## config.mk

```make
export PLATFORM = sky130hd
export DESIGN_NAME = sccb_wr_ctrl_flat
export DESIGN_NICKNAME = d
export VERILOG_FILES = /design/src/rtl/sccb_pkg.sv /design/src/rtl/sccb_wr_ctrl_if.sv /design/src/rtl/sccb_tick_gen.sv /design/src/rtl/sccb_wr_ctrl.sv /design/src/flat_wrapper.sv
export SDC_FILE = /design/constraint.sdc
export NUM_CORES = 1
export LEC_CHECK = 0
export BUFFER_PORTS_ARGS = -buffer_cell sky130_fd_sc_hd__buf_2
export CORE_ASPECT_RATIO = 1.2
export CORE_MARGIN = 4
export CORE_UTILIZATION = 57
export DETAILED_ROUTE_END_ITERATION = 16
export PLACE_DENSITY_LB_ADDON = 0.12
export SLEW_MARGIN = 20
export SYNTH_ARGS = -nofsm -noshare
export SYNTH_HDL_FRONTEND = slang
export SYNTH_HIERARCHICAL = 1
export SYNTH_SLANG_ARGS = --single-unit
```

## constraint.sdc

```tcl
create_clock -name sys_clk -period 2.5 [get_ports sys_clk]
set_input_delay 0.125 -clock sys_clk [delete_from_list [all_inputs] [get_ports sys_clk]]
set_output_delay 0.125 -clock sys_clk [all_outputs]
set_load 0.05 [all_outputs]
```

## src/rtl/sccb_pkg.sv

```systemverilog
// Shared types and constants for the SCCB register-write controller.
// Optional ACK checking in sccb_wr_ctrl is enabled by defining SCCB_ACK_CHK_EN.
package sccb_pkg;

  typedef enum logic [2:0] {
    ST_IDLE,
    ST_START,
    ST_BYTE,
    ST_ACK,
    ST_STOP,
    ST_DONE
  } sccb_state_e;

  localparam int unsigned BYTES_PER_WR  = 4;
  localparam int unsigned BITS_PER_BYTE = 8;

  // sys_clk cycles per quarter SCL bit period
  function automatic int unsigned calc_cnt_q(input int unsigned sys_clk_freq,
                                             input int unsigned scl_freq);
    return sys_clk_freq / (scl_freq * 4);
  endfunction

endpackage

```

## src/rtl/sccb_wr_ctrl_if.sv

```systemverilog
// Request handshake and SCCB bus signals of the register-write controller.
// slave: controller side; master: requester / bus side.
interface sccb_wr_ctrl_if;
  logic        cfg_start;
  logic [23:0] cfg_data;
  logic        cfg_end;
  logic        busy;
  logic        ack_err;
  logic        scl;
  logic        sda_out;
  logic        sda_oe;
  logic        sda_in;

  modport slave (
    input  cfg_start, cfg_data, sda_in,
    output cfg_end, busy, ack_err, scl, sda_out, sda_oe
  );

  modport master (
    output cfg_start, cfg_data, sda_in,
    input  cfg_end, busy, ack_err, scl, sda_out, sda_oe
  );
endinterface

```

## src/rtl/sccb_tick_gen.sv

```systemverilog
// Quarter-bit divider: tick pulses every CNT_Q cycles while enabled,
// counter held at zero while disabled so each transfer starts phase-aligned.
module sccb_tick_gen #(
  parameter int unsigned CNT_Q = 50
) (
  input  logic sys_clk,
  input  logic sys_rst_n,
  input  logic en,
  output logic tick
);

  localparam int unsigned    CNT_W   = (CNT_Q > 1) ? $clog2(CNT_Q) : 1;
  localparam logic [CNT_W-1:0] CNT_MAX = CNT_W'(CNT_Q - 1);

  logic [CNT_W-1:0] cnt;

  // free-running modulo-CNT_Q counter, cleared when disabled
  always_ff @(posedge sys_clk or negedge sys_rst_n) begin
    if (!sys_rst_n) begin
      cnt <= '0;
    end else if (!en || (cnt == CNT_MAX)) begin
      cnt <= '0;
    end else begin
      cnt <= cnt + CNT_W'(1);
    end
  end

  assign tick = en && (cnt == CNT_MAX);

endmodule

```

## src/rtl/sccb_wr_ctrl.sv

```systemverilog
// SCCB 3-phase register write: START, 4 bytes each followed by an ACK slot, STOP.
// Optional feature macro SCCB_ACK_CHK_EN: a NACK aborts to STOP and flags ack_err.
module sccb_wr_ctrl
  import sccb_pkg::*;
#(
  parameter int unsigned SYS_CLK_FREQ = 50_000_000,
  parameter int unsigned SCL_FREQ     = 250_000,
  parameter logic [6:0]  DEV_ADDR     = 7'h3C
) (
  input  logic           sys_clk,
  input  logic           sys_rst_n,
  sccb_wr_ctrl_if.slave  bus
);

`ifdef SCCB_ACK_CHK_EN
  localparam bit ACK_CHK = 1'b1;
`else
  localparam bit ACK_CHK = 1'b0;
`endif

  localparam int unsigned CNT_Q     = calc_cnt_q(SYS_CLK_FREQ, SCL_FREQ);
  localparam logic [1:0]  LAST_BYTE = 2'(BYTES_PER_WR - 1);
  localparam logic [2:0]  LAST_BIT  = 3'(BITS_PER_BYTE - 1);

  sccb_state_e state;
  logic [1:0]  q_idx;
  logic [1:0]  byte_idx;
  logic [2:0]  bit_idx;
  logic [23:0] cfg_q;
  logic [7:0]  cur_byte;
  logic        tick;
  logic        nack;
  logic        err_q;
  logic        scl_q;
  logic        sda_oe_q;
  logic        cfg_end_q;
  logic        busy_q;
  logic        ack_err_q;
  logic        scl_lvl;
  logic        sda_lvl;

  sccb_tick_gen #(
    .CNT_Q (CNT_Q)
  ) u_tick_gen (
    .sys_clk   (sys_clk),
    .sys_rst_n (sys_rst_n),
    .en        (state != ST_IDLE),
    .tick      (tick)
  );

  // byte currently on the wire, in transmission order
  always_comb begin
    cur_byte = {DEV_ADDR, 1'b0};
    case (byte_idx)
      2'd0:    cur_byte = {DEV_ADDR, 1'b0};
      2'd1:    cur_byte = cfg_q[23:16];
      2'd2:    cur_byte = cfg_q[15:8];
      default: cur_byte = cfg_q[7:0];
    endcase
  end

  // target SCL/SDA line levels for the current state and quarter
  always_comb begin
    scl_lvl = 1'b1;
    sda_lvl = 1'b1;
    case (state)
      ST_START: begin
        scl_lvl = (q_idx != 2'd3);
        sda_lvl = (q_idx < 2'd2);
      end
      ST_BYTE: begin
        scl_lvl = (q_idx == 2'd1) || (q_idx == 2'd2);
        sda_lvl = cur_byte[bit_idx];
      end
      ST_ACK: begin
        scl_lvl = (q_idx == 2'd1) || (q_idx == 2'd2);
        sda_lvl = 1'b1;
      end
      ST_STOP: begin
        scl_lvl = (q_idx != 2'd0);
        sda_lvl = q_idx[1];
      end
      default: ;
    endcase
  end

  // transaction sequencer with registered bus and handshake outputs
  always_ff @(posedge sys_clk or negedge sys_rst_n) begin
    if (!sys_rst_n) begin
      state     <= ST_IDLE;
      q_idx     <= '0;
      byte_idx  <= '0;
      bit_idx   <= '0;
      cfg_q     <= '0;
      nack      <= 1'b0;
      err_q     <= 1'b0;
      scl_q     <= 1'b1;
      sda_oe_q  <= 1'b0;
      cfg_end_q <= 1'b0;
      busy_q    <= 1'b0;
      ack_err_q <= 1'b0;
    end else begin
      scl_q    <= scl_lvl;
      sda_oe_q <= ~sda_lvl;
      case (state)
        ST_IDLE: begin
          cfg_end_q <= 1'b0;
          ack_err_q <= 1'b0;
          if (bus.cfg_start) begin
            cfg_q    <= bus.cfg_data;
            busy_q   <= 1'b1;
            state    <= ST_START;
            q_idx    <= '0;
            byte_idx <= '0;
            bit_idx  <= LAST_BIT;
            nack     <= 1'b0;
            err_q    <= 1'b0;
          end else begin
            busy_q <= 1'b0;
          end
        end
        ST_DONE: begin
          cfg_end_q <= 1'b1;
          ack_err_q <= err_q;
          state     <= ST_IDLE;
        end
        default: begin
          if (tick) begin
            q_idx <= q_idx + 2'd1;
            if ((state == ST_ACK) && (q_idx == 2'd2)) begin
              nack <= bus.sda_in;
            end
            if (q_idx == 2'd3) begin
              case (state)
                ST_START: state <= ST_BYTE;
                ST_BYTE: begin
                  if (bit_idx == '0) begin
                    state <= ST_ACK;
                  end else begin
                    bit_idx <= bit_idx - 3'd1;
                  end
                end
                ST_ACK: begin
                  bit_idx <= LAST_BIT;
                  if (ACK_CHK && nack) begin
                    err_q <= 1'b1;
                    state <= ST_STOP;
                  end else if (byte_idx == LAST_BYTE) begin
                    state <= ST_STOP;
                  end else begin
                    byte_idx <= byte_idx + 2'd1;
                    state    <= ST_BYTE;
                  end
                end
                ST_STOP: state <= ST_DONE;
                default: state <= ST_IDLE;
              endcase
            end
          end
        end
      endcase
    end
  end

  assign bus.scl     = scl_q;
  assign bus.sda_oe  = sda_oe_q;
  assign bus.sda_out = 1'b0;
  assign bus.cfg_end = cfg_end_q;
  assign bus.busy    = busy_q;
  assign bus.ack_err = ACK_CHK ? ack_err_q : 1'b0;

endmodule

```

## src/flat_wrapper.sv

```systemverilog
// flat-port wrapper written by rule: the top's interface ports become plain ports
module sccb_wr_ctrl_flat import sccb_pkg::*;
#(
  parameter int unsigned SYS_CLK_FREQ = 50_000_000,
  parameter int unsigned SCL_FREQ     = 250_000,
  parameter logic [6:0]  DEV_ADDR     = 7'h3C
)
  (sys_clk, sys_rst_n, bus_cfg_start, bus_cfg_data, bus_sda_in, bus_cfg_end, bus_busy, bus_ack_err, bus_scl, bus_sda_out, bus_sda_oe);
  sccb_wr_ctrl_if bus_i ();
  input  logic sys_clk;
  input  logic sys_rst_n;
  input wire logic [$bits(bus_i.cfg_start)-1:0] bus_cfg_start;
  input wire logic [$bits(bus_i.cfg_data)-1:0] bus_cfg_data;
  input wire logic [$bits(bus_i.sda_in)-1:0] bus_sda_in;
  output wire logic [$bits(bus_i.cfg_end)-1:0] bus_cfg_end;
  output wire logic [$bits(bus_i.busy)-1:0] bus_busy;
  output wire logic [$bits(bus_i.ack_err)-1:0] bus_ack_err;
  output wire logic [$bits(bus_i.scl)-1:0] bus_scl;
  output wire logic [$bits(bus_i.sda_out)-1:0] bus_sda_out;
  output wire logic [$bits(bus_i.sda_oe)-1:0] bus_sda_oe;
  assign bus_i.cfg_start = bus_cfg_start;
  assign bus_i.cfg_data = bus_cfg_data;
  assign bus_i.sda_in = bus_sda_in;
  assign bus_cfg_end = bus_i.cfg_end;
  assign bus_busy = bus_i.busy;
  assign bus_ack_err = bus_i.ack_err;
  assign bus_scl = bus_i.scl;
  assign bus_sda_out = bus_i.sda_out;
  assign bus_sda_oe = bus_i.sda_oe;
  sccb_wr_ctrl #(.SYS_CLK_FREQ(SYS_CLK_FREQ), .SCL_FREQ(SCL_FREQ), .DEV_ADDR(DEV_ADDR)) u_core (.sys_clk(sys_clk), .sys_rst_n(sys_rst_n), .bus(bus_i));
endmodule
```

==> results of run 1 <==
state kept, by name, indices dropped and copies added (netlist names):
name and count:
u_core/bus.cfg_end 1, u_core/bus.busy 1, u_core/bit_idx 3, u_core/bus.scl 1
u_core/u_tick_gen/cnt 6, u_core/q_idx 2, u_core/byte_idx 2, u_core/state 3
u_core/cfg_q 24, u_core/bus.sda_oe 1
cell families after synthesis:
logic type | after synthesis | synth area share (%)
compound gates | 45 | 12.4
xor+xnor | 3 | 1.08
fa+ha+maj | 10 | 5.14
buf+inv | 26 | 6.37
flops | 44 | 45.3
mux | 30 | 16.6
other cells | 1 | 0.154
simple gates | 59 | 13.0
stage by stage:
stage / utilization [%] / power (mW) / instance area, um^2 / std cells
after global placement: 64.0 / 2.77 / 2580 / 294
after floorplan: - / 2.50 / 2440 / 219
after CTS: 67.1 / 3.40 / 2710 / 302
after global routing: 67.1 / 3.65 / 2710 / 302
after detailed placement: 64.0 / 2.80 / 2580 / 294
final: 67.1 / 3.36 / 2710 / 302
power breakdown:
group	internal [mW]	switching [mW]
logic	0.717	0.781
registers	1.06	0.220
clock network	0.353	0.229
total	2.13	1.23
metal layers:
layer	wire length (um)	global-route usage (%)	part of all wire, %
met1	1850	22.5	43
met4	24	4.87	0.56
met2	2270	30.7	53
met3	160	4.51	3.7
met5	0	0	0
Yosys cell counts, types with 2 or more instances:
master	count	area [um^2]
a211oi_1	2	15.0
a21o_1	3	22.5
a21oi_1	6	30.0
a221oi_1	2	17.5
a22oi_1	3	22.5
a31oi_1	5	31.3
buf_12	2	40.0
buf_2	2	10.0
buf_4	2	15.0
buf_6	2	22.5
clkbuf_1	5	18.8
dfrtp_1	43	1080
ha_1	10	125
inv_1	12	45.0
mux2_2	6	67.6
mux2_4	19	285
mux2i_1	5	50.1
nand2_1	19	71.3
nand2b_1	2	12.5
nand3_1	5	25.0
nand4_1	4	25.0
nor2_1	10	37.5
nor2b_1	5	31.3
nor3_1	3	15.0
nor3b_1	2	15.0
o21ai_0	11	55.1
o22a_1	2	17.5
or3_1	3	18.8
xnor2_1	2	17.5
final cells by class:
cell class	instances	area (um^2)	area share (%)
Clock buffer	7	96.3	3.56
Sequential cell	44	1100	40.7
Timing Repair Buffer	35	188	6.93
Inverter	12	45.0	1.66
Clock inverter	1	30.0	1.11
Tap cell	54	67.6	2.49
Multi-Input combinational cell	149	1180	43.6
worst min-delay path by stage:
| stage | startpoint | slack (ns) | endpoint | depth (start not counted) |
|---|---|---|---|---|
| 6_report | sys_rst_n | -0.02 | u_core/u_tick_gen/cnt[0]$_DFF_PN0_ | 1 |
| 5_1_grt | sys_rst_n | 0.05 | u_core/q_idx[1]$_DFFE_PN0P_ | 1 |
| 3_5_place_dp | sys_rst_n | 0.33 | u_core/u_tick_gen/cnt[5]$_DFF_PN0_ | 1 |
| 2_1_floorplan | sys_rst_n | -0.17 | u_core/bit_idx[0]$_DFFE_PN0P_ | 0 |
| 3_3_place_gp | sys_rst_n | 0.33 | u_core/u_tick_gen/cnt[5]$_DFF_PN0_ | 1 |
| 4_1_cts | sys_rst_n | 0.004 | u_core/q_idx[1]$_DFFE_PN0P_ | 1 |
cells in the final DEF, fill, tap and decap left out, types with 2 or more instances in the layout:
cell type | synthesis | routed
a221oi_1 | 2 | 2
buf_4 | 2 | 5
xnor2_1 | 2 | 2
o22a_1 | 2 | 2
conb_1 | 1 | 2
nand2b_1 | 2 | 2
mux2i_1 | 5 | 5
a211oi_1 | 2 | 2
inv_1 | 12 | 12
nand2_1 | 19 | 19
a21o_1 | 3 | 3
nor2_1 | 10 | 10
mux2_4 | 19 | 19
dfrtp_1 | 43 | 43
buf_2 | 2 | 30
o21ai_0 | 11 | 11
mux2_2 | 6 | 6
a31oi_1 | 5 | 5
nor2b_1 | 5 | 5
a22oi_1 | 3 | 3
ha_1 | 10 | 10
a21oi_1 | 6 | 6
nor3b_1 | 2 | 2
nor3_1 | 3 | 3
clkbuf_8 | 0 | 7
or3_1 | 3 | 3
nand3_1 | 5 | 5
nand4_1 | 4 | 4
worst max-delay path, stage by stage (launching register included):
cell and delay [ns]:
dfrtp_1 0.40, inv_1 0.06, ha_1 0.13, nand4bb_1 0.13, nor3_1 0.37, nand2_1 0.17, or3_1 0.36, a21o_1 0.22
mux2i_1 0.12
==> results by group, run 1 <==
Run status
  • Status: complete, but fails checks
  • Failing checks: negative hold slack

Logic synthesis
  • Ys Warns: 6
  • Synth cell types: 50
  • Mapped Cells: 218
  • Register area share after synthesis: 45.3%
  • Number of synthesized flops with an enable pin: 0
  • Synthesized flop and latch total: 44
  • Avg Cell Area, Syn: 11.2 um^2
  • Mapped cell area: 0.00243 mm^2
  • Dominant synthesized flop cell: dfrtp_1
  • Ys async rst share: 100%

Worst setup path
  • Reg2Reg Setup Slack: 0.43 ns
  • Crit path launch: u_core/u_tick_gen/cnt[1]$_DFF_PN0_
  • Critical-path maximum fanout: 4
  • Crit path capture type: flop
  • Worst r2r src: u_core/u_tick_gen/cnt[1]$_DFF_PN0_
  • CP Data Arrival Time: 2.25 ns
  • Startpoint Class: flop
  • Worst reg2reg endpoint: u_core/byte_idx[0]$_DFFE_PN0P_
  • Setup CP Type: flop to flop
  • Worst r2r path cells: 8
  • Worst Setup EP: u_core/byte_idx[0]$_DFFE_PN0P_
  • Worst EP required: 2.68 ns

Floorplan
  • Core Area: 0.00404 mm^2
  • Die area: 0.00538 mm^2
  • Chip height: 79.6 um
  • Initial Util: 60.3%
  • Die span in x: 67.6 um
  • Std cell rows: 25
  • Io pins: 34

Timing
  • Worst hold slack: -0.0248 ns
  • Setup tns final: 0 ns
  • RSZ-0062 raised after global routing: false
  • Worst-Margin Slew: 0.951 ns
  • Fmax: 482 MHz
  • Final min period: 2.07 ns
  • Final Hold Viols: 23
  • Final WS setup: 0.426 ns
  • Setup violations, final: 0
  • Final Max Tran Viols: 0
  • Period utilization: 83.0%
  • Rel. slew slack: 36.6%
  • Setup Skew: 0.00921 ns

Drt
  • DR iter-0 viols: 58
  • Router iterations before antenna repair: 5
  • DR DRC count: 0
  • Vias/cell: 5.55
  • WL final: 4300 um
  • Drt wl/cell: 14.2 um
  • Via count: 1,677
  • ANT nets after route: 0

CTS
  • Clock latency on the worst-skew pair: 0.29 ns
  • CTS tree: yes
  • Root buf cell: clkbuf_8
  • Post-CTS sizing: 0
  • Clock Sinks: 44
  • # hold bufs at CTS: 0
  • CTS Buf Count: 5
  • Post-CTS setup buffer count: 0
  • Clock transition at path regs: 0.08 ns
  • CTS HTree Levels: 2
  • Clk buf depth: 2

Global routing
  • First-pass GRT wire length: 7390 um
  • Vias in the first global route: 1,635
  • Initial antenna violation count: 0
  • GRT Overall Usage: 18.1%
  • Global route overflow: 0
  • Maximum number of pins on one net before global-route repair: 45

Power
  • Worst vdd ir: 791 uV
  • Power per cell area: 1240 mW/mm^2
  • Leak: 1.27 nW

Place
  • Hpwl dp: 3090 um
  • Port Buffers: 30
  • GPL Wtd Cong: 0.833
  • Pre-CTS setup slack: 0.438 ns

Layout
  • Layout cell share with drive strength beyond 1: 29.8%
  • # diodes: 0
  • Final #Nets: 285
  • Area grow syn2layout: 11.3%
  • Fillcell total: 320

Run
  • Max_cap viols: 0

Hold path
  • Type of the most critical hold path: input pin to async pin
No activity file was read; power rests on OpenSTA's default activity.
==> inputs of run 2 (changes only) <==
==> constraint.sdc (replaced) <==
create_clock -name sys_clk -period 2 [get_ports sys_clk]
set_input_delay 0.1 -clock sys_clk [delete_from_list [all_inputs] [get_ports sys_clk]]
set_output_delay 0.1 -clock sys_clk [all_outputs]
set_load 0.05 [all_outputs]
==> results by group, run 2 (synthesis results as in run 1) <==
Drt
  • Via count: 1,700 (was 1,677)
  • Router iterations before antenna repair: 4 (was 5)
  • DR iter-0 viols: 67 (was 58)
  • WL final: 4420 um (was 4300 um)
  • DR DRC count: 0 (unchanged)
  • ANT nets after route: 0 (unchanged)
  • Drt wl/cell: 14.2 um (about the same)
  • Vias/cell: 5.45 (was 5.55)

CTS
  • CTS tree: yes (unchanged)
  • Root buf cell: clkbuf_8 (unchanged)
  • Clk buf depth: 2 (unchanged)
  • Clock Sinks: 44 (unchanged)
  • Clock latency on the worst-skew pair: 0.29 ns (about the same)
  • CTS HTree Levels: 2 (unchanged)
  • CTS Buf Count: 5 (unchanged)
  • Clock transition at path regs: 0.08 ns (about the same)

Worst setup path
  • Critical-path maximum fanout: 6 (was 4)
  • Startpoint Class: flop (unchanged)
  • Setup CP Type: flop to flop (unchanged)
  • CP Data Arrival Time: 2.06 ns (was 2.25 ns)
  • Worst EP required: 2.17 ns (was 2.68 ns)
  • Crit path capture type: flop (unchanged)

Floorplan
  • Chip height: 79.6 um (unchanged)
  • Io pins: 34 (unchanged)
  • Die area: 0.00538 mm^2 (unchanged)
  • Std cell rows: 25 (unchanged)
  • Initial Util: 60.3% (unchanged)
  • Core Area: 0.00404 mm^2 (unchanged)
  • Die span in x: 67.6 um (unchanged)

Global routing
  • Initial antenna violation count: 0 (unchanged)
  • Maximum number of pins on one net before global-route repair: 45 (unchanged)
  • Global route overflow: 0 (unchanged)
  • Vias in the first global route: 1,728 (was 1,635)
  • GRT Overall Usage: 18.4% (was 18.1%)
  • First-pass GRT wire length: 7590 um (was 7390 um)

Layout
  • Post-Layout Cell Count: 312 (was 302)
  • Highest-count cells in the layout ignoring fill and taps: dfrtp_1, buf_2, nand2_1, mux2_4 (was dfrtp_1, buf_2, nand2_1, mux2_4, inv_1)
  • Register name with the most flops: u_core/cfg_q (unchanged)
  • Max FFs per register: 24 (unchanged)
  • Most common cell after layout, fill and taps aside: dfrtp_1 (unchanged)
  • Area grow syn2layout: 15.4% (was 11.3%)
  • # diodes: 0 (unchanged)
  • Largest regs: u_core/cfg_q (24), u_core/u_tick_gen/cnt (6) (unchanged)
  • Post-route cell area: 0.00281 mm^2 (was 0.00271 mm^2)
  • Layout cell share with drive strength beyond 1: 33.7% (was 29.8%)
  • Final #Nets: 295 (was 285)

Place
  • Pre-CTS setup slack: -0.0128 ns (was 0.438 ns)
  • Placed instance count: 301 (was 294)
  • Placement Cell Area: 0.00265 mm^2 (was 0.00258 mm^2)
  • Hpwl dp: 3190 um (was 3090 um)
  • GPL Wtd Cong: 0.805 (was 0.833)
  • Port Buffers: 30 (unchanged)

Timing
  • Final WS setup: 0.111 ns (was 0.426 ns)
  • Period utilization: 94.5% (was 83.0%)
  • Final min period: 1.89 ns (was 2.07 ns)
  • Fmax: 529 MHz (was 482 MHz)
  • Setup violations, final: 0 (unchanged)
  • Final Max Tran Viols: 0 (unchanged)
  • RSZ-0062 raised after global routing: true (was false)
  • Worst-Margin Slew: 0.538 ns (was 0.951 ns)
  • Setup Skew: 0.00556 ns (was 0.00921 ns)
  • Final Hold Viols: 0 (was 23)
  • Rel. slew slack: 64.1% (was 36.6%)

Hold path
  • Type of the most critical hold path: input pin to flop (was input pin to async pin)

Power
  • Tot Pwr: 4.24 mW (was 3.36 mW)
  • Power per cell area: 1510 mW/mm^2 (was 1240 mW/mm^2)
  • Worst vdd ir: 800 uV (was 791 uV)
  • Leak: 1.32 nW (was 1.27 nW)

Run
  • Max_cap viols: 0 (unchanged)

Run status
  • Status: finished clean (was complete, but fails checks)
-- run 2: worst paths after layout --
path | cells after the start | start | endpoint | slack [ns]
worst min register to register | 1 | u_core/bus.busy$_DFFE_PN0P_ | u_core/bus.busy$_DFFE_PN0P_ | 0.49
worst min-delay path | 2 | bus_cfg_data[12] | u_core/cfg_q[12]$_DFFE_PN0P_ | 0.04
min in group asynchronous | 3 | sys_rst_n | u_core/u_tick_gen/cnt[0]$_DFF_PN0_ | 0.42
worst max register to register | 10 | u_core/u_tick_gen/cnt[1]$_DFF_PN0_ | u_core/bit_idx[2]$_DFFE_PN0P_ | 0.11
max in group asynchronous | 3 | sys_rst_n | u_core/bit_idx[0]$_DFFE_PN0P_ | 1.21
worst max-delay path | 10 | u_core/u_tick_gen/cnt[1]$_DFF_PN0_ | u_core/bit_idx[2]$_DFFE_PN0P_ | 0.11
-- run 2: final cells by class --
class	count	area [um^2]
Fill cell	299	1230
Multi-Input combinational cell	149	1200
Sequential cell	44	1100
Timing Repair Buffer	45	282
Clock buffer	6	72.6
Tap cell	54	67.6
Inverter	12	45.0
Clock inverter	2	35.0
-- run 2: layer usage --
metal	routed length, um	part of all wire, %	track usage, %
met2	2330	53	31.5
met4	15	0.34	5.48
met3	146	3.3	3.10
met1	1920	43	23.4
met5	0	0	0
-- run 2: what timing repair did --
item | CTS | global route
hold buffers | 1 | 0
buffers inserted | 0 | 2
resized for setup | 1 | 8
setup endpoints to repair | 2 | 7
endpoints found under the hold margin | 43 | 0
pin swaps | 0 | 5
-- run 2: per-stage QoR --
| step | hold WS [ns] | util, % | TNS [ns] |
|---|---|---|---|
| after floorplan | -0.196 | - | 0 |
| after global placement | 0.203 | 65.6 | 0 |
| after detailed placement | 0.204 | 65.6 | -0.0128 |
| after CTS | 0.0256 | 68.7 | 0 |
| after global routing | 0.0246 | 69.6 | -0.132 |
| final | 0.0382 | 69.6 | 0 |
-- run 2: where the power goes --
part | internal, mW | total, mW | switching, mW
Combinational | 0.962 | 1.99 | 1.03
Sequential | 1.33 | 1.60 | 0.273
Clock | 0.371 | 0.650 | 0.280
-- run 2: critical path: stages, from the launching register on --
cell and delay [ns]:
dfrtp_1 0.41, inv_1 0.06, ha_1 0.13, nand4bb_1 0.14
nor3_2 0.26, buf_4 0.15, nand4_1 0.10, a21oi_2 0.17
buf_6 0.14, and4_1 0.18, a21oi_1 0.04
